<file path="src/rtl/nq_apb_pkg.sv">
// nq_apb_pkg: shared state encoding, default widths and abort read-data constant for the APB master.
package nq_apb_pkg;
  typedef enum logic [1:0] {IDLE, SETUP, ACCESS} state_t;
  localparam int DEF_ADDR_W = 6;
  localparam int DEF_DATA_W = 16;
  localparam logic [63:0] ABORT_DATA = '1;
endpackage

</file>
<file path="src/rtl/nq_apb_wait_cnt.sv">
// nq_apb_wait_cnt: counts ACCESS wait cycles and flags when TIMEOUT is reached (TIMEOUT=0 never expires).
module nq_apb_wait_cnt #(
  parameter int TIMEOUT = 15
) (
  input  logic clk,
  input  logic rst,
  input  logic clr,
  input  logic inc,
  output logic expired
);
  localparam int W = TIMEOUT > 0 ? $clog2(TIMEOUT + 1) : 1;
  logic [W-1:0] cnt;
  always_ff @(posedge clk or posedge rst)
    if (rst) cnt <= '0;
    else if (clr) cnt <= '0;
    else if (inc) cnt <= cnt + W'(1);
  assign expired = (TIMEOUT != 0) && (cnt == W'(TIMEOUT));
endmodule

</file>
<file path="src/rtl/nq_apb_master.sv">
// nq_apb_master: APB initiator turning pipeline read/write flags into SETUP/ACCESS transfers.
// Define NQ_APB_SLVERR_EN to add the pslverr port and report slave errors on err.
module nq_apb_master
  import nq_apb_pkg::*;
#(
  parameter int ADDR_W  = DEF_ADDR_W,
  parameter int DATA_W  = DEF_DATA_W,
  parameter int TIMEOUT = 15
) (
  input  logic              clk,
  input  logic              rst,
  input  logic              req_read,
  input  logic              req_write,
  input  logic [ADDR_W-1:0] req_addr,
  input  logic [DATA_W-1:0] req_wdata,
  output logic              stall,
  output logic              done,
  output logic              rd_valid,
  output logic [DATA_W-1:0] rd_data,
  output logic              err,
  output logic [ADDR_W-1:0] paddr,
  output logic              pwrite,
  output logic              psel,
  output logic              penable,
  output logic [DATA_W-1:0] pwdata,
  input  logic [DATA_W-1:0] prdata,
`ifdef NQ_APB_SLVERR_EN
  input  logic              pslverr,
`endif
  input  logic              pready
);
  state_t state, next;
  logic [ADDR_W-1:0] addr_q;
  logic [DATA_W-1:0] wdata_q;
  logic wr_q, accept, fin, aborted, expired, slv, busy;
`ifdef NQ_APB_SLVERR_EN
  assign slv = pslverr;
`else
  assign slv = 1'b0;
`endif
  assign busy    = state != IDLE;
  assign accept  = state == IDLE && (req_read || req_write) && !done;
  assign aborted = state == ACCESS && !pready && expired;
  assign fin     = state == ACCESS && (pready || expired);
  always_comb
    next = state == IDLE  ? (accept ? SETUP : IDLE) :
           state == SETUP ? ACCESS :
           (fin ? IDLE : ACCESS);
  nq_apb_wait_cnt #(.TIMEOUT(TIMEOUT)) u_wait (
    .clk    (clk),
    .rst    (rst),
    .clr    (state == IDLE),
    .inc    (state == ACCESS && !pready),
    .expired(expired)
  );
  always_ff @(posedge clk or posedge rst)
    if (rst) begin
      state   <= IDLE;
      addr_q  <= '0;
      wdata_q <= '0;
      wr_q    <= 1'b0;
      done    <= 1'b0;
      err     <= 1'b0;
      rd_data <= '0;
    end else begin
      state <= next;
      done  <= fin;
      err   <= aborted || (fin && pready && slv);
      if (accept) begin
        addr_q  <= req_addr;
        wdata_q <= req_wdata;
        wr_q    <= req_write;
      end
      if (aborted) rd_data <= ABORT_DATA[DATA_W-1:0];
      else if (fin && !wr_q) rd_data <= prdata;
    end
  // The request flags are levels held through the done cycle, so done masks re-acceptance.
  assign stall    = !done && (busy || req_read || req_write);
  assign rd_valid = done && !wr_q;
  assign psel     = busy;
  assign penable  = state == ACCESS;
  assign paddr    = busy ? addr_q : '0;
  assign pwrite   = busy && wr_q;
  assign pwdata   = (busy && wr_q) ? wdata_q : '0;
endmodule

</file>
<file path="config.mk">
export PLATFORM = sky130hd
export DESIGN_NAME = nq_apb_master
export DESIGN_NICKNAME = d
export VERILOG_FILES = /design/src/rtl/nq_apb_pkg.sv /design/src/rtl/nq_apb_wait_cnt.sv /design/src/rtl/nq_apb_master.sv
export SDC_FILE = /design/constraint.sdc
export NUM_CORES = 1
export LEC_CHECK = 0
export BUFFER_PORTS_ARGS = -buffer_cell sky130_fd_sc_hd__buf_2
export CORE_MARGIN = 1.5
export CORE_UTILIZATION = 48
export DETAILED_ROUTE_END_ITERATION = 10
export PLACE_DENSITY = 0.92
export SYNTH_ARGS = -nofsm -noshare
export SYNTH_HDL_FRONTEND = slang
export SYNTH_SLANG_ARGS = --single-unit
export TNS_END_PERCENT = 5
</file>
<file path="constraint.sdc">
create_clock -name clk -period 1.8 [get_ports clk]
set_clock_uncertainty 0.05 [all_clocks]
set_input_delay 0.09 -clock clk [delete_from_list [all_inputs] [get_ports clk]]
set_output_delay 0.09 -clock clk [all_outputs]
set_load 0.005 [all_outputs]
</file>
After elaboration in Yosys (flattened, before gate mapping) --
Index checks and enable logic that the tools add are counted.
Storage, ports and cells: bits of input ports 43, output and inout bits 45, word-level logic and storage cells 42, register bits 47
Operators by class: eq/ne operators 3, reduce and logical (&&, ||, !) cells 20, add/sub/neg operators 1, muxes and demuxes 10
Operators with widths (number):
- $mux W16 | 3
- $logic_and A1 B1 Y1 | 9
- $mux W4 | 2
- $mux W2 | 3
- $mux W6 | 1
- $reduce_bool A2 Y1 | 3
- $add A4 B1 Y4 const B | 1
- $eq A4 B4 Y1 const B | 1
- $logic_or A1 B1 Y1 | 4
- $logic_not A1 Y1 | 3
- $eq A2 B1 Y1 const B | 1
- $eq A2 B2 Y1 const B | 1
- $logic_not A2 Y1 | 1
- $mux W1 | 1

Logic depth before layout (Yosys ltp) --
Gate-level depths: netlist (run 1).
depth after elaboration 6, gate-level depth with buffers 6, mapped depth without buffers 4

Hierarchy --
Synthesis (run 1) repeated with hierarchy kept, for this count alone.
Unflattened totals: cells, all modules 147, area, all modules 1975.6 um^2
Modules (own cells, without submodules):
- nq_apb_master | instances 1, area each 1773.0 um^2, cells each 129, seq. area each 1076.0 um^2
- nq_apb_wait_cnt | instances 1, area each 202.7 um^2, cells each 18, seq. area each 100.1 um^2

Least setup slack after synthesis (run 1) --
Ideal clock, no wire load.
path type reg-to-reg, from reg state[1], to reg addr_q[5], clock period less this slack 1.603 ns, slack 0.197 ns, required time 1.625 ns, buffers on the path 2, library setup time 0.125 ns, cell stages (with the launch flop) 5, arrival 1.428 ns, path through dfrtp_1 buf_6 nor4_4 buf_6 mux2_2
Between the ends: cells in the longest elaborated chain, start to end 3
Ends and longest elaborated chain:
- from (decl) | line nq_apb_master.sv:32 | state_t state, next;
- from (signal assigned) | line nq_apb_master.sv:66 | state <= next;
- $logic_not A2 Y1 | line nq_apb_master.sv:42 | assign accept = state == IDLE && (req_read || req_write) && !done;
- $logic_and A1 B1 Y1 (2 in a row) | line nq_apb_master.sv:42
- to (signal assigned) | line nq_apb_master.sv:70 | addr_q <= req_addr;
- to (decl) | line nq_apb_master.sv:33 | logic [ADDR_W-1:0] addr_q;
Every way passes these cells. A chain may end at the register's enable or synchronous reset.

Worst setup path after layout (run 1) --
from reg state[1], to out pwdata[6]
Between the ends: cells in the longest elaborated chain, start to end 3
Ends and longest elaborated chain:
- $reduce_bool A2 Y1 | line nq_apb_master.sv:41 | assign busy = state != IDLE;
- $logic_and A1 B1 Y1 | line nq_apb_master.sv:84 | assign pwdata = (busy && wr_q) ? wdata_q : '0;
- $mux W16 | line nq_apb_master.sv:84
- to (decl) | line nq_apb_master.sv:25 | output logic [DATA_W-1:0] pwdata,
Every way passes these cells.

==> run summary, run 1 <==
result of the run - finished, final reports clean
Max IR drop VDD - 0.000871 V
Worst path top cell family by delay - simple AND/OR/NAND/NOR gates
unique cell type count in the Yosys netlist - 28
number of top-level pins - 88
Post-Route Setup TNS - 0 ns
leading cell types by total area after synthesis - sky130_fd_sc_hd__dfrtp_1 55%, sky130_fd_sc_hd__mux2_2 13%, sky130_fd_sc_hd__nor2_1 6.3%
arithmetic-cell share of the synthesized area counting full adders, half adders and majority gates - 0.00586
combined global-route utilization of all metal layers - 0.222
share of the core filled with cells - 0.706
Max Fclk - 576 MHz
worst relative slew slack - 0.618
switching part of the total - 0.333
sum of buffers and inverters on the critical path - 2
violation count after the first detailed-route iteration - 130
compound-gate portion of the synthesized area - 0.0615
multiplexer share of the synthesized area - 0.131
num rows - 24
portion of total power attributed to combinational logic - 0.444
Simple-Gate Fraction of Synth Area - 0.211
Syn Inst Count - 198
mean post-synth cell area - 10.8 µm²
synthesized netlist net count - 242
initial antenna violation count - 0
worst reg2reg setup slack - 0.21 ns
Least-Margin Pin Slew - 0.572 ns
start point of the critical path - state[1]$_DFF_PP0_
count of pins over their slew limit - 0
max_cap viols - 0
worst r2r src - state[1]$_DFF_PP0_
setup-violating endpoint count in the final report - 0
final wirelength - 5.09 mm
H-tree depth - 2
maximum number of pins on one net before global-route repair - 25
highest-count cells in the layout ignoring fill and taps - 87 x sky130_fd_sc_hd__buf_2, 47 x sky130_fd_sc_hd__dfrtp_1, 36 x sky130_fd_sc_hd__nor2_1
clock transition time at the flip-flop clock pins of the worst setup and hold paths - 0.09 ns
critical path class - reg -> out
vias - 1888
critical-path cell list - nor2_1 > nor2b_4 > buf_12 > and2_1 > buf_2
count of antenna diodes in the layout - 0
vias per cell - 5.13
worst stage delay on the critical path - 0.49 ns
final routed wire length divided by cell count - 13.8 µm
Final HPWL DP - 3.36 mm
Inserted Clock Buffers - 5
global placement routability congestion - 0.782
via count of the first global-routing pass - 1807
kind of capture point of the worst setup path - output port
number of nets at the end of the flow - 359
count of cell instances traversed by the critical path - 5
fraction of power consumed by sequential logic - 0.374
capturing point of the worst reg2reg path - wdata_q[0]$_DFFE_PP0P_
Clock Tree Buf Depth - 2
power density normalized to cell area - 1620 nW/µm²
Hold/Removal Path Class - in -> reg
clock root cell - sky130_fd_sc_hd__clkbuf_8
Worst EP arrival - 1.60 ns
cell-internal power - 0.00330 W
most common cell after layout, fill and taps aside - sky130_fd_sc_hd__buf_2
count of buffers inserted at the top-level ports - 87
synthesis-stage register bit count - 47
endpoints failing hold - 0
yosys warns - 0
Die Span X - 69.7 µm
share of power burned in the clock network - 0.182
critical-path cell with the highest stage delay - sky130_fd_sc_hd__dfrtp_1
reported leakage power - 1.52 nW
effective utilization at floorplan - 0.494
Num Clock Sinks - 47
share of layout cells above drive strength 1 - 0.415
DRC viols - 0
total global routing overflow - 0
first-pass detailed-route iteration total - 4
area growth from synthesis to layout - 42.9%
main combinational cell family by area after synthesis - simple AND/OR/NAND/NOR gates
core box area - 4320 µm²
end of the critical path - pwdata[6]
TritonCTS clock tree - yes
cell area after synthesis - 2140 µm²
Worst R2R Path Depth - 3
post-synthesis xor/xnor area fraction - 0
critical path peak fanout - 15
area share of the largest cell type after synthesis - 0.551
floorplan die area - 4860 µm²
height of the chip - 69.7 µm
CP required - 1.66 ns
DRT antenna net count - 0
Yosys top cell by area - sky130_fd_sc_hd__dfrtp_1
clock latency reported for the late side of the worst-skew pair - 0.29 ns
Final Cycle Share - 0.964
CP Launch Type - register
sequential cell area fraction in the yosys report - 0.551
time the worst path needs with I/O delays and setup - 1.74 ns
Psw - 0.00165 W
post-route total power - 0.00495 W
wire length of the first global-routing pass - 8.46 mm
==> worst reg2reg max path: stages, from the launching register on <==
cell and delay, ns:
sky130_fd_sc_hd__dfrtp_1 0.49, sky130_fd_sc_hd__nor4_4 0.36, sky130_fd_sc_hd__buf_12 0.22, sky130_fd_sc_hd__mux2_2 0.36
==> state kept, by name, summed over array words and instances, names as in the netlist <==
name / cells
err: 1
state: 2
wr_q: 1
done: 1
wdata_q: 16
rd_data: 16
addr_q: 6
u_wait.cnt: 4
==> cells in the mapped netlist <==
cell and instances:
sky130_fd_sc_hd__dfrtp_1 47, sky130_fd_sc_hd__nor2_1 36, sky130_fd_sc_hd__mux2_2 24, sky130_fd_sc_hd__a21oi_1 18
sky130_fd_sc_hd__and2_1 17, sky130_fd_sc_hd__nor3_1 16, sky130_fd_sc_hd__nor2b_1 7, sky130_fd_sc_hd__buf_2 5
sky130_fd_sc_hd__buf_6 3, sky130_fd_sc_hd__inv_1 3, sky130_fd_sc_hd__nand2_1 3, sky130_fd_sc_hd__clkbuf_1 2
sky130_fd_sc_hd__nand2b_1 2, sky130_fd_sc_hd__a21o_1 1, sky130_fd_sc_hd__a22o_1 1, sky130_fd_sc_hd__a31o_2 1
sky130_fd_sc_hd__buf_1 1, sky130_fd_sc_hd__ha_1 1, sky130_fd_sc_hd__inv_2 1, sky130_fd_sc_hd__mux2i_1 1
sky130_fd_sc_hd__nand3_1 1, sky130_fd_sc_hd__nand4b_1 1, sky130_fd_sc_hd__nand4bb_1 1, sky130_fd_sc_hd__nor2b_2 1
sky130_fd_sc_hd__nor4_4 1, sky130_fd_sc_hd__o21bai_1 1, sky130_fd_sc_hd__o311ai_0 1, sky130_fd_sc_hd__or2_2 1
==> per-stage QoR <==
step | cells | cell area, µm² | setup slack [ns] | hold slack, ns
after floorplan | 198 | 2140 | 0.197 | 0.192
final | 368 | 3050 | 0.0646 | 0.0124
after global routing | 368 | 3050 | -0.0118 | 0.00485
after detailed placement | 331 | 2620 | 0.230 | 0.0316
after global placement | 331 | 2620 | 0.285 | 0.0274
after CTS | 366 | 3020 | 0.117 | 0.00139
==> routing by layer <==
layer | GRT usage | routed length (µm) | share of wire
met2 | 0.392 | 2790 | 0.55
met4 | 0.0748 | 64 | 0.013
met5 | 0 | 0 | 0
met1 | 0.269 | 2020 | 0.40
met3 | 0.0480 | 221 | 0.043
==> power groups by stage <==
stage | logic [W] | clock network (W) | registers (W)
after floorplan | 0.00141 | 0 | 0.00177
after global placement | 0.00197 | 0 | 0.00183
after detailed placement | 0.00206 | 0 | 0.00186
after CTS | 0.00211 | 0.000926 | 0.00184
after global routing | 0.00241 | 0.000975 | 0.00192
final | 0.00220 | 0.000902 | 0.00185
==> kinds of logic after synthesis <==
group | after synthesis
flops | 47
simple gates | 87
fa+ha+maj | 1
buf+inv | 15
compound gates | 23
mux | 25
==> area by class of cell <==
type                            count  area, µm²
Inverter                            4       15.0
Timing Repair Buffer              121        783
Clock inverter                      2       60.1
Fill cell                         336       1270
Clock buffer                        6       72.6
Tap cell                           52       65.1
Sequential cell                    47       1180
Multi-Input combinational cell    136        880
==> how the worst min path moves through the flow <==
| stage | from | end | slack, ns | depth (start not counted) |
|---|---|---|---|---|
| floorplan | req_addr[5] | addr_q[5]$_DFFE_PP0P_ | 0.19 | 1 |
| detailed placement | rst | addr_q[4]$_DFFE_PP0P_ | 0.03 | 2 |
| finish | prdata[6] | rd_data[6]$_DFFE_PP0P_ | 0.01 | 3 |
| CTS | prdata[10] | rd_data[10]$_DFFE_PP0P_ | 0.001 | 3 |
| global placement | rst | addr_q[4]$_DFFE_PP0P_ | 0.03 | 2 |
| global route | prdata[3] | rd_data[3]$_DFFE_PP0P_ | 0.005 | 3 |
==> repair_timing <==
| action | in CTS | in global routing |
|---|---|---|
| resized for setup | 1 | 0 |
| hold buffers | 27 | 0 |
| setup endpoints to repair | 16 | 14 |
| gates cloned | 0 | 0 |
| setup buffers | 0 | 2 |
| hold endpoints to repair | 41 | 0 |
Note: power is estimated with default switching activity, not from simulation.
==> inputs of run 2 (changes only) <==
- ABC_AREA: unset -> 1
- CORE_UTILIZATION: 48 -> 49
==> run summary, run 2 <==
switching part of the total - 0.414 (+0.0807)
Max Fclk - 579 MHz (+0.40%)
Finished Layout Cells - 455 (+24%)
share of flip-flops with an asynchronous set or reset after synthesis - 1.00 (unchanged)
Inserted Clock Buffers - 5 (unchanged)
result of the run - finished, final reports clean
via count of the first global-routing pass - 1984 (+9.8%)
clock transition time at the flip-flop clock pins of the worst setup and hold paths - 0.08 ns (about the same)
yosys warns - 0 (unchanged)
critical path peak fanout - 17 (+2)
DP Cell Count - 422 (+27%)
CP required - 1.66 ns (about the same)
count of pins over their slew limit - 0 (unchanged)
start point of the critical path - wr_q$_DFFE_PP0P_
cell-internal power - 0.00256 W (-23%)
Least-Margin Pin Slew - 0.570 ns (-0.00195 ns)
Yosys top cell by area - sky130_fd_sc_hd__dfrtp_1
Num Clock Sinks - 47 (unchanged)
largest registers ranked by flip-flop count - rd_data (16), wdata_q (16), addr_q (6)
power density normalized to cell area - 1420 nW/µm² (-13%)
floorplan die area - 5080 µm² (+4.5%)
total global routing overflow - 0 (unchanged)
dominant synthesized flop cell - sky130_fd_sc_hd__dfrtp_1
Final HPWL DP - 3.61 mm (+7.4%)
clock root cell - sky130_fd_sc_hd__clkbuf_8
synthesis-stage register bit count - 47 (unchanged)
time the worst path needs with I/O delays and setup - 1.73 ns (-0.00692 ns)
mean post-synth cell area - 7.85 µm² (-27%)
vias per cell - 4.70 (-8.3%)
endpoints failing hold - 0 (unchanged)
Worst EP arrival - 1.59 ns (about the same)
global placement routability congestion - 0.804 (+2.8%)
maximum number of pins on one net before global-route repair - 48 (+92%)
H-tree depth - 2 (unchanged)
max_cap viols - 0 (unchanged)
most common cell after layout, fill and taps aside - sky130_fd_sc_hd__buf_2
portion of total power attributed to combinational logic - 0.454 (+0.010)
violation count after the first detailed-route iteration - 126 (-3.1%)
Max IR drop VDD - 0.000710 V (-18%)
share of layout cells above drive strength 1 - 0.298 (-0.117)
area share of the largest cell type after synthesis - 0.515 (-0.0356)
multiplexer share of the synthesized area - 0 (-0.131)
vias - 2140 (+13%)
DRT antenna net count - 0 (unchanged)
end of the critical path - pwdata[5]
effective utilization at floorplan - 0.517 (+0.0234)
cell area after synthesis - 2280 µm² (+6.9%)
Syn Inst Count - 291 (+47%)
wire length of the first global-routing pass - 8.73 mm (+3.2%)
CP Launch Type - register
count of antenna diodes in the layout - 0 (unchanged)
RSZ-0062 raised after global routing - false
Clock Tree Buf Depth - 2 (unchanged)
combined global-route utilization of all metal layers - 0.218 (-0.00376)
arithmetic-cell share of the synthesized area counting full adders, half adders and majority gates - 0.00548 (-0.000379)
unique cell type count in the Yosys netlist - 27 (-3.6%)
capturing point of the worst reg2reg path - rd_data[1]$_DFFE_PP0P_
synthesized netlist net count - 335 (+38%)
height of the chip - 71.3 µm (+2.2%)
Post-Route Setup TNS - 0 ns (unchanged)
core box area - 4410 µm² (+2.1%)
worst r2r src - u_wait.cnt[0]$_DFFE_PP0P_
number of top-level pins - 88 (unchanged)
critical path class - reg -> out
worst relative slew slack - 0.620 (+0.00223)
highest-count cells in the layout ignoring fill and taps - 87 x sky130_fd_sc_hd__buf_2, 73 x sky130_fd_sc_hd__inv_1, 63 x sky130_fd_sc_hd__nand2_1
initial antenna violation count - 0 (unchanged)
leading cell types by total area after synthesis - sky130_fd_sc_hd__dfrtp_1 52%, sky130_fd_sc_hd__inv_1 12%, sky130_fd_sc_hd__nand2_1 10%
number of nets at the end of the flow - 446 (+24%)
Hold/Removal Path Class - in -> reg
count of fill cells added during filler insertion - 327 (-2.7%)
num rows - 24 (unchanged)
Final Cycle Share - 0.960 (-0.00385)
setup-violating endpoint count in the final report - 0 (unchanged)
Post-synth EDFFs - 0 (unchanged)
share of power burned in the clock network - 0.138 (-0.044)
worst reg2reg setup slack - 0.28 ns (+0.07 ns)
reported leakage power - 1.90 nW (+24%)
top cell types by occurrence after synthesis - 74 x sky130_fd_sc_hd__inv_1, 63 x sky130_fd_sc_hd__nand2_1, 47 x sky130_fd_sc_hd__dfrtp_1
post-synthesis xor/xnor area fraction - 0.00384 (+0.00384)
Die Span X - 71.3 µm (+2.2%)
area growth from synthesis to layout - 34.5%
Worst R2R Path Depth - 5 (+2)
count of buffers inserted at the top-level ports - 87 (unchanged)
final routed wire length divided by cell count - 12.0 µm (-13%)
first-pass detailed-route iteration total - 4 (unchanged)
most frequently used cell type in the post-synthesis netlist - sky130_fd_sc_hd__inv_1
kind of capture point of the worst setup path - output port
clock latency reported for the late side of the worst-skew pair - 0.29 ns (about the same)
final wirelength - 5.46 mm (+7.2%)
Simple-Gate Fraction of Synth Area - 0.264 (+0.0532)
compound-gate portion of the synthesized area - 0.0449 (-0.0166)
main combinational cell family by area after synthesis - simple AND/OR/NAND/NOR gates
TritonCTS clock tree - yes
Psw - 0.00180 W (+9.3%)
fraction of power consumed by sequential logic - 0.407 (+0.033)
DRC viols - 0 (unchanged)
sequential cell area fraction in the yosys report - 0.515 (-0.0356)
Post-CTS Repair Setup Buffers - 0 (unchanged)
## run 2: cells by family (layout without fill, tap and decap cells)
family                     after synthesis  after routing
AOI/OAI and AO/OA                       20             20
xor gates and xnor gates                 1              1
adders and majority gates                1              1
buffers and inverters                   90            202
DFF                                     47             47
and+or+nand+nor                        132            132
## run 2: critical path, stage by stage (launching register included)
cell and delay (ns):
sky130_fd_sc_hd__dfrtp_1 0.44, sky130_fd_sc_hd__inv_2 0.18, sky130_fd_sc_hd__nor2_4 0.21, sky130_fd_sc_hd__clkinvlp_4 0.20, sky130_fd_sc_hd__nor2_1 0.14, sky130_fd_sc_hd__buf_2 0.13
## run 2: power groups by stage
stage	clock network (W)	logic, W	registers, W
finish	0.000603	0.00198	0.00178
global route	0.000673	0.00223	0.00182
CTS	0.000628	0.00194	0.00177
detailed placement	0	0.00189	0.00179
global placement	0	0.00183	0.00177
floorplan	0	0.00129	0.00176
## run 2: per-layer routing
layer | share of wire | track usage | routed length [µm]
met1 | 0.39 | 0.257 | 2150
met2 | 0.54 | 0.393 | 2950
met3 | 0.042 | 0.0380 | 228
met4 | 0.024 | 0.0881 | 129
met5 | 0 | 0 | 0
## run 2: stage by stage
step / setup slack, ns / utilization / hold slack [ns] / total power [W] / instance area (µm²)
2_1_floorplan: 0.482 / - / 0.144 / 0.00305 / 2280
3_3_place_gp: 0.421 / 0.618 / 0.219 / 0.00359 / 2730
3_5_place_dp: 0.309 / 0.618 / 0.217 / 0.00368 / 2730
4_1_cts: 0.0724 / 0.692 / 0.0729 / 0.00434 / 3060
5_1_grt: 0.00424 / 0.696 / 0.0878 / 0.00472 / 3070
6_report: 0.0715 / 0.696 / 0.0867 / 0.00436 / 3070
## run 2: repair_timing
| action | 4_1_cts | 5_1_grt |
|---|---|---|
| resized for setup | 0 | 3 |
| setup endpoints to repair | 0 | 8 |
| hold endpoints to repair | 70 | 0 |
| hold buffers | 24 | 0 |
## run 2: final cells by class
cell class                      instances  area [µm²]  area share
Sequential cell                        47        1180       0.383
Tap cell                               52        65.1      0.0212
Clock buffer                            6        72.6      0.0236
Inverter                               79         304      0.0990
Clock inverter                          2        12.5     0.00407
Timing Repair Buffer                  114         698       0.227
Timing Repair inverter                  1        7.51     0.00244
Multi-Input combinational cell        154         734       0.239
## run 2: worst min path at each step
| stage | slack, ns | endpoint | start | depth (start not counted) |
|---|---|---|---|---|
| CTS | 0.07 | rd_data[7]$_DFFE_PP0P_ | prdata[7] | 5 |
| global route | 0.09 | rd_data[3]$_DFFE_PP0P_ | prdata[3] | 5 |
| finish | 0.09 | rd_data[7]$_DFFE_PP0P_ | prdata[7] | 5 |
| global placement | 0.22 | rd_data[15]$_DFFE_PP0P_ | rst | 3 |
| detailed placement | 0.22 | rd_data[15]$_DFFE_PP0P_ | rst | 3 |
| floorplan | 0.14 | addr_q[3]$_DFFE_PP0P_ | req_addr[3] | 2 |
==> inputs of run 3 (changes only) <==
- HOLD_SLACK_MARGIN: unset -> 0.12
==> run summary, run 3 (synthesis results as in run 2) <==
result of the run - finished, final reports clean
vias per cell - 4.77 (+1.5%)
count of buffers inserted at the top-level ports - 87 (unchanged)
share of power burned in the clock network - 0.140 (+0.002)
count of antenna diodes in the layout - 0 (unchanged)
Worst path top cell family by delay - buffers and inverters
DP Cell Count - 422 (unchanged)
largest registers ranked by flip-flop count - rd_data (16), wdata_q (16), addr_q (6)
Die Span X - 71.3 µm (unchanged)
initial antenna violation count - 0 (unchanged)
effective utilization at floorplan - 0.517 (unchanged)
worst slack, placed - 0.309 ns (unchanged)
most common cell after layout, fill and taps aside - sky130_fd_sc_hd__buf_2
via count of the first global-routing pass - 2054 (+3.5%)
reported leakage power - 1.95 nW (+2.6%)
wire length of the first global-routing pass - 9.23 mm (+5.8%)
Post-Route Setup TNS - 0 ns (unchanged)
vias - 2229 (+4.2%)
DRT antenna net count - 0 (unchanged)
Final Cycle Share - 0.949 (-0.0113)
power density normalized to cell area - 1390 nW/µm² (-2.1%)
clock latency reported for the late side of the worst-skew pair - 0.30 ns (about the same)
Psw - 0.00186 W (+3.3%)
combined global-route utilization of all metal layers - 0.232 (+0.0143)
H-tree depth - 2 (unchanged)
cell area after layout - 3190 µm² (+3.9%)
critical-path cell list - inv_2 > nor2_4 > clkinvlp_4 > nor2_1 > buf_2
number of top-level pins - 88 (unchanged)
RSZ-0062 raised after global routing - false
Finished Layout Cells - 467 (+2.6%)
Max Fclk - 585 MHz (+1.2%)
worst relative slew slack - 0.617 (-0.00234)
Max IR drop VDD - 0.000726 V (+2.3%)
max_cap viols - 0 (unchanged)
fraction of power consumed by sequential logic - 0.403 (-0.004)
floorplan die area - 5080 µm² (unchanged)
count of fill cells added during filler insertion - 304 (-7.0%)
share of the core filled with cells - 0.723 (+0.0272)
clock transition time at the flip-flop clock pins of the worst setup and hold paths - 0.09 ns (about the same)
highest-count cells in the layout ignoring fill and taps - 87 x sky130_fd_sc_hd__buf_2, 73 x sky130_fd_sc_hd__inv_1, 63 x sky130_fd_sc_hd__nand2_1
Clock Tree Buf Depth - 2 (unchanged)
clock root cell - sky130_fd_sc_hd__clkbuf_8
Num Clock Sinks - 47 (unchanged)
switching part of the total - 0.420 (+0.00620)
number of nets at the end of the flow - 458 (+2.7%)
Final Worst Setup Slack - 0.0918 ns (+0.0203 ns)
CP Launch Type - register
core box area - 4410 µm² (unchanged)
Hold/Removal Path Class - in -> reg
cell-internal power - 0.00257 W (+0.68%)
num rows - 24 (unchanged)
DRC viols - 0 (unchanged)
final wirelength - 5.95 mm (+9.0%)
Inserted Clock Buffers - 5 (unchanged)
share of layout cells above drive strength 1 - 0.289 (-0.00861)
kind of capture point of the worst setup path - output port
TritonCTS clock tree - yes
worst reg2reg setup slack - 0.24 ns (-0.04 ns)
total global routing overflow - 0 (unchanged)
time the worst path needs with I/O delays and setup - 1.71 ns (-0.0203 ns)
global placement routability congestion - 0.804 (unchanged)
sum of buffers and inverters on the critical path - 3 (unchanged)
portion of total power attributed to combinational logic - 0.457 (+0.003)
count of pins over their slew limit - 0 (unchanged)
maximum number of pins on one net before global-route repair - 48 (unchanged)
final routed wire length divided by cell count - 12.7 µm (+6.2%)
critical path peak fanout - 17 (unchanged)
total placed instance area - 2730 µm² (unchanged)
Worst EP arrival - 1.57 ns (-0.02 ns)
critical-path cell with the highest stage delay - sky130_fd_sc_hd__dfrtp_1
storage element area - 1180 µm² (unchanged)
area used by multi-input combinational logic - 734 µm² (unchanged)
height of the chip - 71.3 µm (unchanged)
setup-violating endpoint count in the final report - 0 (unchanged)
worst stage delay on the critical path - 0.44 ns (about the same)
CP required - 1.66 ns (about the same)
first-pass detailed-route iteration total - 4 (unchanged)
violation count after the first detailed-route iteration - 239 (+90%)
Least-Margin Pin Slew - 0.574 ns (+0.00351 ns)
critical path class - reg -> out
Final HPWL DP - 3.61 mm (unchanged)
area growth from synthesis to layout - 39.7%
endpoints failing hold - 0 (unchanged)
## run 3: cell count changes in the layout (fill, tap and decap cells not counted), sizes merged
cell and delta:
dlygate4sd3 +12
## run 3: routing by layer
layer,GRT usage,vias to the layer above,share of wire
li1,-,1098,-
met1,0.277,1025,0.38
met2,0.413,84,0.54
met3,0.0380,22,0.044
met4,0.103,0,0.035
met5,0,-,0
## run 3: path summary, 6_finish.rpt
check	cells after the start	end	from
max in group asynchronous	4	rd_data[1]$_DFFE_PP0P_	rst
worst min register to register	2	wdata_q[2]$_DFFE_PP0P_	wdata_q[2]$_DFFE_PP0P_
min in group asynchronous	4	wr_q$_DFFE_PP0P_	rst
worst max-delay path	5	pwdata[5]	wr_q$_DFFE_PP0P_
worst min-delay path	5	rd_data[5]$_DFFE_PP0P_	prdata[5]
worst max register to register	5	rd_data[8]$_DFFE_PP0P_	u_wait.cnt[0]$_DFFE_PP0P_
## run 3: power by group through the flow
stage               sequential, W  clock (W)  combinational, W
floorplan                 0.00176          0           0.00129
CTS                       0.00177   0.000628           0.00196
global placement          0.00177          0           0.00183
global route              0.00183   0.000673           0.00226
finish                    0.00179   0.000621           0.00203
detailed placement        0.00179          0           0.00189
## run 3: tightest hold or removal path, delay by kind of cell
kind,cells,cell delay (ns)
buffers and inverters,3,0.23
and+or+nand+nor,1,0.10
AOI/OAI and AO/OA,1,0.04
## run 3: timing repair
action	in CTS	in global routing
setup endpoints to repair	0	8
buffers inserted	0	0
resized for setup	0	3
hold buffers	36	0
hold endpoints to repair	82	0
## run 3: cell type report
type	count	share of cell area
sequential	47	0.369
timing repair buffer	126	0.256
multi-input combinational	154	0.230
inverter	79	0.0953
clock buffer	6	0.0227
tap	52	0.0204
clock inverter	2	0.00392
timing repair inverter	1	0.00235
## run 3: stage by stage
stage | power (W) | hold slack [ns]
detailed placement | 0.00368 | 0.217
global route | 0.00477 | 0.148
floorplan | 0.00305 | 0.144
CTS | 0.00436 | 0.122
global placement | 0.00359 | 0.219
finish | 0.00444 | 0.140
